$ cat src/rtl/mips_pkg.sv
`default_nettype none
// ============================================================================
// Module  : mips_pkg
// Brief   : Shared arbiter FSM states, owner tags, access sizes, rw codes.
// Revision: 1.0 - initial release
// ============================================================================
package mips_pkg;

    typedef enum logic [1:0] {
        ST_IDLE  = 2'd0,
        ST_ISSUE = 2'd1,
        ST_WAIT  = 2'd2,
        ST_RESP  = 2'd3
    } arb_state_t;

    typedef enum logic {
        OWN_FETCH = 1'b0,
        OWN_DATA  = 1'b1
    } arb_owner_t;

    localparam logic [1:0] ACCESS_BYTE = 2'd0;
    localparam logic [1:0] ACCESS_HALF = 2'd1;
    localparam logic [1:0] ACCESS_WORD = 2'd2;

    localparam logic MEM_RW_READ  = 1'b1;
    localparam logic MEM_RW_WRITE = 1'b0;

endpackage
`default_nettype wire

$ cat src/rtl/mem_arbiter.sv
`default_nettype none
// ============================================================================
// Module  : mem_arbiter
// Brief   : Shares one memory port between instruction fetch and data access.
// Revision: 1.0 - initial release
// ============================================================================
module mem_arbiter
    import mips_pkg::*;
#(
    parameter int MAX_D_STREAK = 4
) (
    input  logic        clock,
    input  logic        reset,
    input  logic        i_req,
    input  logic [31:0] i_address,
    input  logic [1:0]  i_access_size,
    output logic        i_ack,
    output logic [31:0] i_rdata,
    input  logic        d_req,
    input  logic        d_rw,
    input  logic [31:0] d_address,
    input  logic [31:0] d_wdata,
    input  logic [1:0]  d_access_size,
    output logic        d_ack,
    output logic [31:0] d_rdata,
    output logic [31:0] m_address,
    output logic [31:0] m_data_in,
    output logic [1:0]  m_access_size,
    output logic        m_rw,
    output logic        m_enable,
    input  logic        m_busy,
    input  logic [31:0] m_data_out,
    output logic        stall_fetch,
    output logic        stall_mem
);

    localparam int c_STREAK_W = $clog2(MAX_D_STREAK + 1);
    localparam logic [c_STREAK_W-1:0] c_STREAK_MAX = c_STREAK_W'(MAX_D_STREAK);

    arb_state_t             r_state;
    arb_owner_t             r_owner;
    logic [c_STREAK_W-1:0]  r_d_streak;
    logic                   w_grant_fetch;

    // Data has priority unless it has already starved a waiting fetch long enough.
    assign w_grant_fetch = i_req & (~d_req | (r_d_streak == c_STREAK_MAX));

    assign stall_fetch = i_req & ~i_ack;
    assign stall_mem   = d_req & ~d_ack;

    always_ff @(posedge clock or posedge reset) begin
        if (reset) begin
            r_state       <= ST_IDLE;
            r_owner       <= OWN_FETCH;
            r_d_streak    <= '0;
            i_ack         <= 1'b0;
            d_ack         <= 1'b0;
            i_rdata       <= '0;
            d_rdata       <= '0;
            m_enable      <= 1'b0;
            m_rw          <= MEM_RW_READ;
            m_address     <= '0;
            m_data_in     <= '0;
            m_access_size <= ACCESS_BYTE;
        end else begin
            i_ack    <= 1'b0;
            d_ack    <= 1'b0;
            m_enable <= 1'b0;
            case (r_state)
                ST_IDLE: begin
                    if (i_req || d_req) begin
                        r_state  <= ST_ISSUE;
                        m_enable <= 1'b1;
                        if (w_grant_fetch) begin
                            r_owner       <= OWN_FETCH;
                            m_address     <= i_address;
                            m_access_size <= i_access_size;
                            m_rw          <= MEM_RW_READ;
                            r_d_streak    <= '0;
                        end else begin
                            r_owner       <= OWN_DATA;
                            m_address     <= d_address;
                            m_data_in     <= d_wdata;
                            m_access_size <= d_access_size;
                            m_rw          <= d_rw;
                            if (i_req && (r_d_streak != c_STREAK_MAX)) begin
                                r_d_streak <= r_d_streak + 1'b1;
                            end
                        end
                    end
                end
                ST_ISSUE: begin
                    r_state <= ST_WAIT;
                end
                ST_WAIT: begin
                    if (!m_busy) begin
                        r_state <= ST_RESP;
                        if (r_owner == OWN_FETCH) begin
                            i_ack   <= 1'b1;
                            i_rdata <= m_data_out;
                        end else begin
                            d_ack <= 1'b1;
                            // Stores complete without disturbing the last load result.
                            if (m_rw == MEM_RW_READ) begin
                                d_rdata <= m_data_out;
                            end
                        end
                    end
                end
                ST_RESP: begin
                    r_state <= ST_IDLE;
                end
                default: begin
                    r_state <= ST_IDLE;
                end
            endcase
        end
    end

endmodule
`default_nettype wire

$ cat config.mk
export PLATFORM = sky130hd
export DESIGN_NAME = mem_arbiter
export DESIGN_NICKNAME = d
export VERILOG_FILES = /design/src/rtl/mips_pkg.sv /design/src/rtl/mem_arbiter.sv
export SDC_FILE = /design/constraint.sdc
export NUM_CORES = 1
export LEC_CHECK = 0
export BUFFER_PORTS_ARGS = -buffer_cell sky130_fd_sc_hd__buf_2
export CAP_MARGIN = 15
export CORE_MARGIN = 4
export CORE_UTILIZATION = 42
export CTS_CLUSTER_SIZE = 25
export DETAILED_ROUTE_END_ITERATION = 6
export PLACE_DENSITY_LB_ADDON = 0.2
export SETUP_SLACK_MARGIN = 0.2
export SKIP_CTS_REPAIR_TIMING = 1
export SKIP_LAST_GASP = 1
export SLEW_MARGIN = 20
export SYNTH_ARGS = -nofsm -noshare
export SYNTH_HDL_FRONTEND = slang
export SYNTH_SLANG_ARGS = --single-unit
$ cat constraint.sdc
create_clock -name clock -period 4.14 [get_ports clock]
set_clock_uncertainty 0.1 [all_clocks]
set_input_delay 0.621 -clock clock [delete_from_list [all_inputs] [get_ports clock]]
set_output_delay 0.621 -clock clock [all_outputs]
set_load 0.03 [all_outputs]
==> run_results.csv, run 1 <==
group,metric,value,unit
global_routing,grt-ovfl-total,0,
global_routing,track_usage,20.1,%
routing,num_vias,4647,
clock_tree,clk_pin_slew,0.06,ns
sta,worst_slack,1.60,ns
clock_tree,root_buffer,"clkbuf_16",
yosys,ys_types,35,
floorplan,die_h,127,microns
setup_path,slowest_delay,0.80,ns
placed_design,dp_slack,1.28,ns
sta,rsz0062_at_grt,"no",
finish,layout.nets,850,
floorplan,die-area,16100,sq um
finish,antenna_cells,0,
pwr,peakVddDrop,0.491,mV
yosys,yosysTopAreaCellShare,58.6,%
setup_path,cp-end-kind,"flop",
yosys,synth_edf_count,0,
floorplan,ios,274,
global_routing,grt_max_degree,103,
sta,setup_viol,0,
clock_tree,cts_buffer_depth,2,
yosys,synth.net_count,584,
clock_tree,cts_buffers,17,
yosys,async_reset_ff_share,100,%
sta,hold_violations,0,
setup_path,critPathKind,"reg2reg",
sta,finalSetupTns,0,ns
routing,drc,0,
yosys,ys_top_cells_by_area,"dfrtp_1 59%, mux2_2 17%, o211ai_2 6.3%",
yosys,avgSynthCellArea,13.4,sq um
routing,dr_wl_met2,7930,microns
yosys,ys.flop_type,"dfrtp_1",
clock_tree,clkLatencyLatePin,0.40,ns
floorplan,fp.dieW,127,microns
placed_design,portBuffers,273,
setup_path,slowest_stage,"clkinv_1",
global_routing,antenna_found_initial,0,
finish,final_cell_area,7970,sq um
sta,timing.fmax,394,MHz
routing,top_layer,"met4",
setup_path,cp.arrival,2.69,ns
placed_design,place_area,7380,sq um
yosys,synth-seq-area-share,59.0,%
global_routing,grt_pass1_vias,5062,
routing,drt-met1-wl,5960,microns
routing,ant_nets,0,
pwr,leakage,0.00398,uW
placed_design,place.gp.congestion,0.883,
routing,drt-total-wl,15800,microns
sta,slew_viol_final,0,
yosys,synthCells,442,
run,max-cap-violations,0,
routing,detail_route.vias_per_cell,5.16,
yosys,synth_warnings,0,
sta,min_period,2.54,ns
outcome,status,"complete, no violations",
setup_path,reg2reg_depth,6,
clock_tree,cts_sinks,140,
setup_path,critPathLaunchType,"flop",
finish,fillers,1163,
setup_path,r2r_slack,1.60,ns
yosys,netlist_area,5940,sq um
min_path,hp-class,"in2async",
clock_tree,ctsHtreeMaxLevel,4,
floorplan,fp.coreArea,13900,sq um
setup_path,cp.required,4.29,ns
setup_path,worstReg2RegStart,"r_state[0]$_DFFE_PP0P_",
sta,max_slew_margin,32.6,%
clock_tree,cts_tree,"built",
yosys,ys_ff_latch,140,
setup_path,path_cells,"inv_1 -> ha_1 -> o21ai_2 -> clkinv_1 -> nand2_1 -> o211ai_2",
sta,fin_crit_sh,61.3,%
placed_design,dp.final_hpwl,11500,microns
routing,drtIter0Drc,218,
setup_path,r2r-end,"m_address[13]$_DFFE_PP0P_",
routing,met3_length,1540,microns
routing,dr.pass1.iters,4,
finish,syn_to_final_growth,34.2,%
floorplan,num_rows,43,
finish,drive_above_1_share,60.1,%
sta,tightest_slew,1.00,ns
setup_path,cp_max_fo,35,
global_routing,grt_pass1_wl,25600,microns
pwr,power_density,917,nW/um^2
floorplan,initial_core_util,42.8,%
routing,wl_per_cell,17.6,microns
yosys,yosysTopAreaCell,"dfrtp_1",
==> Yosys cell counts (2+ instances only) <==
master,number
a21o_1,2
o21ai_0,2
nor2_1,2
o211ai_2,30
clkbuf_1,6
buf_4,6
mux2_2,87
buf_6,6
o211ai_1,4
nand2_1,72
dfrtp_1,139
ha_1,4
mux2_1,10
nor2b_1,2
buf_1,3
inv_1,5
buf_2,11
nand4_1,34
==> area by class of cell <==
class                   count  area [sq um]  area share, %
multi-input cells         264          2210           27.8
repair buffers            279          1440           18.1
flip-flops and latches    140          3500           44.0
inverters                   6          26.3          0.330
clock inverters            11          95.1           1.19
clock buffers              21           460           5.78
well taps                 180           225           2.83
==> flip-flops by register name (all words and copies together), names as in the netlist <==
name           count
d_rdata           32
r_owner            1
r_state            2
i_ack              1
m_data_in         32
m_enable           1
m_rw               1
m_access_size      2
i_rdata           32
d_ack              1
m_address         32
r_d_streak         3
==> worst max-delay path by stage <==
stage                           startpoint                         to  slack [ns]  cells past startpoint
CTS                 r_state[0]$_DFFE_PP0P_  m_data_in[22]$_DFFE_PP0P_        1.31                      5
detailed placement                   i_req  m_address[13]$_DFFE_PP0P_        1.28                      5
finish              r_state[0]$_DFFE_PP0P_  m_address[13]$_DFFE_PP0P_        1.60                      6
global route        r_state[0]$_DFFE_PP0P_  m_address[13]$_DFFE_PP0P_        1.39                      6
global placement                     i_req  m_address[21]$_DFFE_PP0P_        1.39                      5
floorplan                            reset            d_ack$_DFF_PP0_        1.67                      1
==> critical path: cells and delay by family (launching register included) <==
family | cells | cell delay [ns]
buf+inv | 2 | 0.86
compound gates | 2 | 0.25
simple gates | 1 | 0.39
flops | 1 | 0.34
fa+ha+maj | 1 | 0.42
==> logic make-up after synthesis <==
group / Yosys count / share of synthesized area, %
simple gates: 117 / 9.42
flops: 140 / 59.0
compound gates: 46 / 8.52
buf+inv: 38 / 3.77
mux: 97 / 18.4
fa+ha+maj: 4 / 0.843
==> where the power goes <==
part	switching (uW)	leakage (uW)	total [uW]	internal [uW]
combinational	2310	0.00202	3500	1190
sequential	349	0.00170	2400	2050
clock	547	0.000269	1400	853
==> per-layer routing <==
metal	vias up	global-route usage, %
met5	-	0
met4	0	8.58
met3	35	7.54
met2	197	33.7
met1	2303	23.0
li1	2112	-
==> per-stage QoR <==
stage	cells	util, %	hold slack [ns]	power, uW
2_1_floorplan	442	-	0.360	4890
3_3_place_gp	868	53.2	0.365	5850
3_5_place_dp	868	53.2	0.371	5960
4_1_cts	900	57.2	0.296	7390
5_1_grt	901	57.4	0.319	7730
6_report	901	57.4	0.272	7310
==> cells in the final DEF, fill, tap and decap left out, drive strengths merged, types with 2 or more instances in the layout <==
| master | Yosys | routed |
|---|---|---|
| clkbuf | 6 | 21 |
| inv | 5 | 4 |
| ha | 4 | 4 |
| nor2 | 2 | 2 |
| clkinv | 1 | 8 |
| clkinvlp | 0 | 4 |
| o21ai | 3 | 3 |
| dfrtp | 139 | 139 |
| buf | 26 | 279 |
| a21o | 2 | 2 |
| nand2 | 73 | 73 |
| o211ai | 34 | 34 |
| nor2b | 2 | 2 |
| mux2 | 97 | 97 |
| nand4 | 34 | 34 |
No activity file was read; power rests on OpenSTA's default activity.
==> run 2, diff against run 1 <==
- ABC_AREA: not set -> 1
- CORE_UTILIZATION: 42 -> 43
- clock period: 4.14 -> 2.1 ns (I/O delays scaled with it)
==> run 2 against run 1 <==
  * Count of clock-buffer cells in the layout unchanged
  * Sequential power grew 91%
  * Global-route usage is 0.85 points higher
  * Utilization rose by 2.2 points
  * Critical endpoint is now m_data_in[0]$_DFFE_PP0P_
  * Largest power group unchanged
==> run_results.csv, run 2 <==
group,metric,value,unit
floorplan,fp.dieW,126,microns
yosys,async_reset_ff_share,100,%
sta,finalSetupTns,0,ns
yosys,synth.net_count,865,
clock_tree,root_buffer,"clkbuf_16",
finish,fillers,1276,
yosys,synth_edf_count,0,
yosys,synth.most_common_cell,"nand2_1",
setup_path,cp.required,2.30,ns
global_routing,met2_usage,34.0,%
clock_tree,cts_sinks,140,
run,max-cap-violations,0,
sta,fin_crit_sh,82.1,%
finish,drive_above_1_share,32.6,%
floorplan,fp.coreArea,13800,sq um
global_routing,antenna_found_initial,1,
finish,final_cell_mix,"273 x buf_2, 239 x nand2_1, 139 x dfrtp_1",
setup_path,cp.arrival,1.92,ns
routing,drtIter0Drc,344,
placed_design,dp.final_hpwl,11900,microns
clock_tree,cts_tree,"built",
floorplan,initial_core_util,43.6,%
floorplan,die-area,16000,sq um
clock_tree,cts_buffers,17,
routing,dr.pass1.iters,5,
routing,num_vias,5521,
yosys,netlist_area,6030,sq um
yosys,synthCells,723,
routing,drt-total-wl,16300,microns
yosys,yosysTopAreaCell,"dfrtp_1",
global_routing,track_usage,20.9,%
routing,drc,0,
floorplan,ios,274,
placed_design,dp_cells,1152,
routing,wl_per_cell,13.7,microns
global_routing,grt-ovfl-total,0,
yosys,ys.flop_type,"dfrtp_1",
finish,stdcell_count,1186,
sta,worst_slack,0.376,ns
setup_path,cp-end-kind,"flop",
placed_design,portBuffers,273,
yosys,synth_common_cells,"239 x nand2_1, 139 x dfrtp_1, 114 x inv_1",
clock_tree,clkLatencyLatePin,0.41,ns
sta,max_slew_margin,58.6,%
sta,timing.fmax,580,MHz
sta,setup_viol,0,
clock_tree,clk_pin_slew,0.06,ns
yosys,yosysTopAreaCellShare,57.7,%
global_routing,grt_pass1_vias,5364,
sta,hold_violations,0,
finish,final_util,59.6,%
placed_design,place.gp.congestion,0.817,
yosys,avgSynthCellArea,8.34,sq um
placed_design,place_area,7610,sq um
yosys,synth_warnings,0,
finish,syn_to_final_growth,36.8,%
clock_tree,cts_buffer_depth,2,
global_routing,grt_max_degree,66,
pwr,peakVddDrop,0.727,mV
floorplan,num_rows,43,
routing,ant_nets,0,
global_routing,grt_pass1_wl,27000,microns
routing,detail_route.vias_per_cell,4.66,
yosys,ys_types,21,
sta,slew_viol_final,0,
clock_tree,ctsHtreeMaxLevel,4,
global_routing,busiest_layer,"met2",
yosys,synth-seq-area-share,58.1,%
global_routing,grtUsageMet1,26.4,%
setup_path,cp_max_fo,33,
pwr,power_density,1670,nW/um^2
floorplan,die_h,126,microns
yosys,ys_top_cells_by_area,"dfrtp_1 58%, nand2_1 15%, nand3_1 8.7%",
yosys,ys_ff_latch,140,
global_routing,grt_use_met3,6.40,%
pwr,leakage,0.00497,uW
finish,final_cell_area,8250,sq um
finish,final_common_cell,"buf_2",
sta,min_period,1.72,ns
sta,rsz0062_at_grt,"no",
setup_path,critPathLaunchType,"flop",
setup_path,critPathKind,"reg2reg",
placed_design,dp_slack,0.389,ns
outcome,status,"complete, no violations",
min_path,hp-class,"in2reg",
sta,tightest_slew,0.619,ns
finish,layout.nets,1135,
## run 2: per-stage QoR
stage | hold WS, ns | total power (uW)
final | 0.0267 | 13800
after global routing | 0.0239 | 14700
after floorplan | 0.288 | 8810
after detailed placement | 0.286 | 10800
after CTS | -0.164 | 13900
after global placement | 0.283 | 10700
## run 2: path summary, 6_finish.rpt
kind | startpoint | endpoint | slack, ns | cells after the start
max | r_state[0]$_DFFE_PP0P_ | m_data_in[0]$_DFFE_PP0P_ | 0.38 | 7
min | d_wdata[11] | m_data_in[11]$_DFFE_PP0P_ | 0.03 | 3
max reg2reg | r_state[0]$_DFFE_PP0P_ | m_data_in[0]$_DFFE_PP0P_ | 0.38 | 7
min reg2reg | m_data_in[24]$_DFFE_PP0P_ | m_data_in[24]$_DFFE_PP0P_ | 0.36 | 2
max in group asynchronous | reset | m_rw$_DFFE_PP1P_ | 0.91 | 4
min in group asynchronous | reset | i_rdata[1]$_DFFE_PP0P_ | 0.38 | 3
## run 2: power by group
| group | switching, uW | internal (uW) |
|---|---|---|
| combinational | 4380 | 1700 |
| sequential | 648 | 3940 |
| clock | 1120 | 1960 |
## run 2: area by class of cell
cell class / count / area [sq um] / share of cell area [%]
diodes: 1 / 2.50 / 0.0303
clock buffers: 21 / 470 / 5.70
clock inverters: 10 / 139 / 1.68
inverters: 115 / 435 / 5.28
multi-input cells: 428 / 1900 / 23.0
flip-flops and latches: 140 / 3500 / 42.5
well taps: 180 / 225 / 2.73
repair buffers: 291 / 1570 / 19.0
## run 2: cell families after synthesis
group           count (synthesis)  synth area share, %
fa+ha+maj                       4                0.830
simple gates                  352                 24.4
xor+xnor                        1                0.145
flops                         140                 58.1
buf+inv                       155                 10.4
compound gates                 71                 6.08
## run 2: critical path: stages (launching register included)
cell	delay, ns
dfrtp_1	0.35
inv_1	0.09
ha_1	0.27
o21ai_4	0.09
inv_2	0.08
nand2_2	0.36
nand2_1	0.18
nand2_1	0.07
## run 2: layer usage
| layer | wire [microns] | vias to the layer above | share of wire (%) |
|---|---|---|---|
| li1 | - | 2767 | - |
| met1 | 6760 | 2531 | 41 |
| met2 | 7890 | 192 | 48 |
| met3 | 1220 | 31 | 7.5 |
| met4 | 440 | 0 | 2.7 |
| met5 | 0 | - | 0 |
==> run 3, diff against run 2 <==
- CORE_UTILIZATION: 43 -> 45
- clock period: 2.1 -> 1.7 ns (I/O delays scaled with it)
==> run 3 against run 2 <==
  * The flow now finishes with violations (negative hold slack)
  * Sequential share of layout area down 3.9 points
  * Design area rose by 10%
  * Sequential power is 25% higher
  * Sequential cell count is the same
  * Clock power is 23% higher
  * Count of clock-buffer cells in the layout decreased by 2
  * Utilization is 9.2 points higher
  * First-iteration DRC count is 24% higher
==> run_results.csv, run 3 (synthesis results as in run 2) <==
group,metric,value,unit
pwr,power_density,2000,nW/um^2
placed_design,place_area,7680,sq um
setup_path,cp-end-kind,"flop",
clock_tree,cts_sinks,140,
sta,timing.fmax,651,MHz
sta,max_slew_margin,67.9,%
setup_path,path_cells,"inv_2 -> ha_4 -> nand2_4 -> nand2_8 -> nand2_8 -> nand2_8 -> clkbuf_16 -> nand2_1 -> nand2_1",
finish,fillers,1069,
finish,final_cell_mix,"269 x buf_2, 209 x nand2_1, 139 x dfrtp_1",
finish,final_common_cell,"buf_2",
floorplan,die_h,124,microns
pwr,leakage,0.00529,uW
routing,drt-total-wl,18300,microns
sta,min_period,1.54,ns
routing,dr.pass1.iters,5,
floorplan,num_rows,42,
clock_tree,cts_buffers,17,
sta,holdWs,-0.0223,ns
floorplan,fp.coreArea,13200,sq um
global_routing,grt_max_degree,90,
finish,drive_above_1_share,37.6,%
setup_path,cp.arrival,1.73,ns
sta,hold_violations,6,
clock_tree,cts_buffer_depth,2,
outcome,failed_checks,"negative hold slack",
run,max-cap-violations,0,
setup_path,cp.required,1.90,ns
clock_tree,root_buffer,"clkbuf_16",
floorplan,die-area,15300,sq um
sta,worst_slack,0.164,ns
setup_path,critPathKind,"reg2reg",
routing,drc,0,
pwr,peakVddDrop,0.979,mV
sta,tightest_slew,0.481,ns
global_routing,grt-ovfl-total,0,
setup_path,slowest_delay,0.37,ns
sta,finalSetupTns,0,ns
routing,num_vias,5778,
clock_tree,clkLatencyLatePin,0.41,ns
finish,syn_to_final_growth,50.6,%
setup_path,critPathLaunchType,"flop",
min_path,hp-class,"in2reg",
global_routing,grt_pass1_vias,5192,
global_routing,grt_pass1_wl,25200,microns
finish,final_cell_area,9080,sq um
placed_design,place.gp.congestion,0.799,
floorplan,ios,274,
placed_design,dp.final_hpwl,11600,microns
clock_tree,ctsHtreeMaxLevel,4,
floorplan,fp.dieW,124,microns
sta,setup_viol,0,
finish,stdcell_count,1211,
routing,detail_route.vias_per_cell,4.77,
placed_design,dp_cells,1147,
clock_tree,clk_pin_slew,0.06,ns
outcome,status,"finished with violations",
finish,antenna_cells,0,
setup_path,slowest_stage,"dfrtp_1",
clock_tree,cts_tree,"built",
setup_path,critPathTopFamily,"simple AND/OR/NAND/NOR gates",
routing,wl_per_cell,15.1,microns
placed_design,portBuffers,273,
routing,ant_nets,0,
setup_path,critPathBufInv,2,
sta,rsz0062_at_grt,"yes",
setup_path,path_common_cell,"nand2_8",
global_routing,antenna_found_initial,0,
sta,fin_crit_sh,90.4,%
sta,slew_viol_final,0,
finish,layout.nets,1164,
global_routing,track_usage,21.0,%
routing,drtIter0Drc,426,
floorplan,initial_core_util,45.7,%
placed_design,dp_slack,0.118,ns
setup_path,cp_max_fo,8,
[run 3: changes by cell type in the layout (fill, tap and decap cells not counted), moves of 6 or more]
| cell | delta |
|---|---|
| buf_12 | +7 |
| nand2_4 | +15 |
| buf_4 | -8 |
| nand3_2 | +9 |
| dlygate4sd3_1 | +16 |
| buf_6 | +6 |
| nand3_1 | -10 |
| nand2_2 | +12 |
| nand2_1 | -30 |
| clkbuf_16 | +8 |
[run 3: layer usage]
| metal | wire [microns] | GRT usage, % | part of all wire, % | vias up |
|---|---|---|---|---|
| li1 | - | - | - | 2830 |
| met2 | 9050 | 33.5 | 49 | 219 |
| met4 | 291 | 7.82 | 1.6 | 0 |
| met5 | 0 | 0 | 0 | - |
| met1 | 7700 | 27.6 | 42 | 2706 |
| met3 | 1280 | 5.54 | 7.0 | 23 |
[run 3: worst reg2reg max path, cell delays in order (launching register included)]
cell,delay [ns]
dfrtp_1,0.37
inv_2,0.07
ha_4,0.16
nand2_4,0.07
nand2_8,0.08
nand2_8,0.17
nand2_8,0.11
clkbuf_16,0.19
nand2_1,0.06
nand2_1,0.05
[run 3: area by class of cell]
type	count	area [sq um]	share of cell area, %
Timing Repair Buffer	320	2120	23.4
Sequential cell	140	3500	38.6
Clock buffer	19	443	4.88
Clock inverter	13	164	1.81
Multi-Input combinational cell	428	2180	24.0
Tap cell	176	220	2.43
Inverter	115	440	4.85
[run 3: report_power, final]
part / switching (uW) / internal, uW
registers: 890 / 4870
clock network: 1440 / 2360
logic: 5840 / 2740
total: 8180 / 9970
[run 3: worst paths after layout]
check,from,end,slack [ns],depth (start not counted)
worst max-delay path,r_d_streak[1]$_DFFE_PP0P_,m_data_in[9]$_DFFE_PP0P_,0.16,9
worst min-delay path,d_wdata[16],m_data_in[16]$_DFFE_PP0P_,-0.02,3
worst max register to register,r_d_streak[1]$_DFFE_PP0P_,m_data_in[9]$_DFFE_PP0P_,0.16,9
worst min register to register,m_access_size[1]$_DFFE_PP0P_,m_access_size[1]$_DFFE_PP0P_,0.37,2
max in group asynchronous,reset,m_rw$_DFFE_PP1P_,0.64,4
min in group asynchronous,reset,i_rdata[0]$_DFFE_PP0P_,0.38,4
[run 3: through the flow]
step           util (%)  total power (uW)
2_1_floorplan         -             10900
3_3_place_gp       58.2             13300
3_5_place_dp       58.2             13500
4_1_cts            62.8             17300
5_1_grt            68.8             19200
6_report           68.8             18100
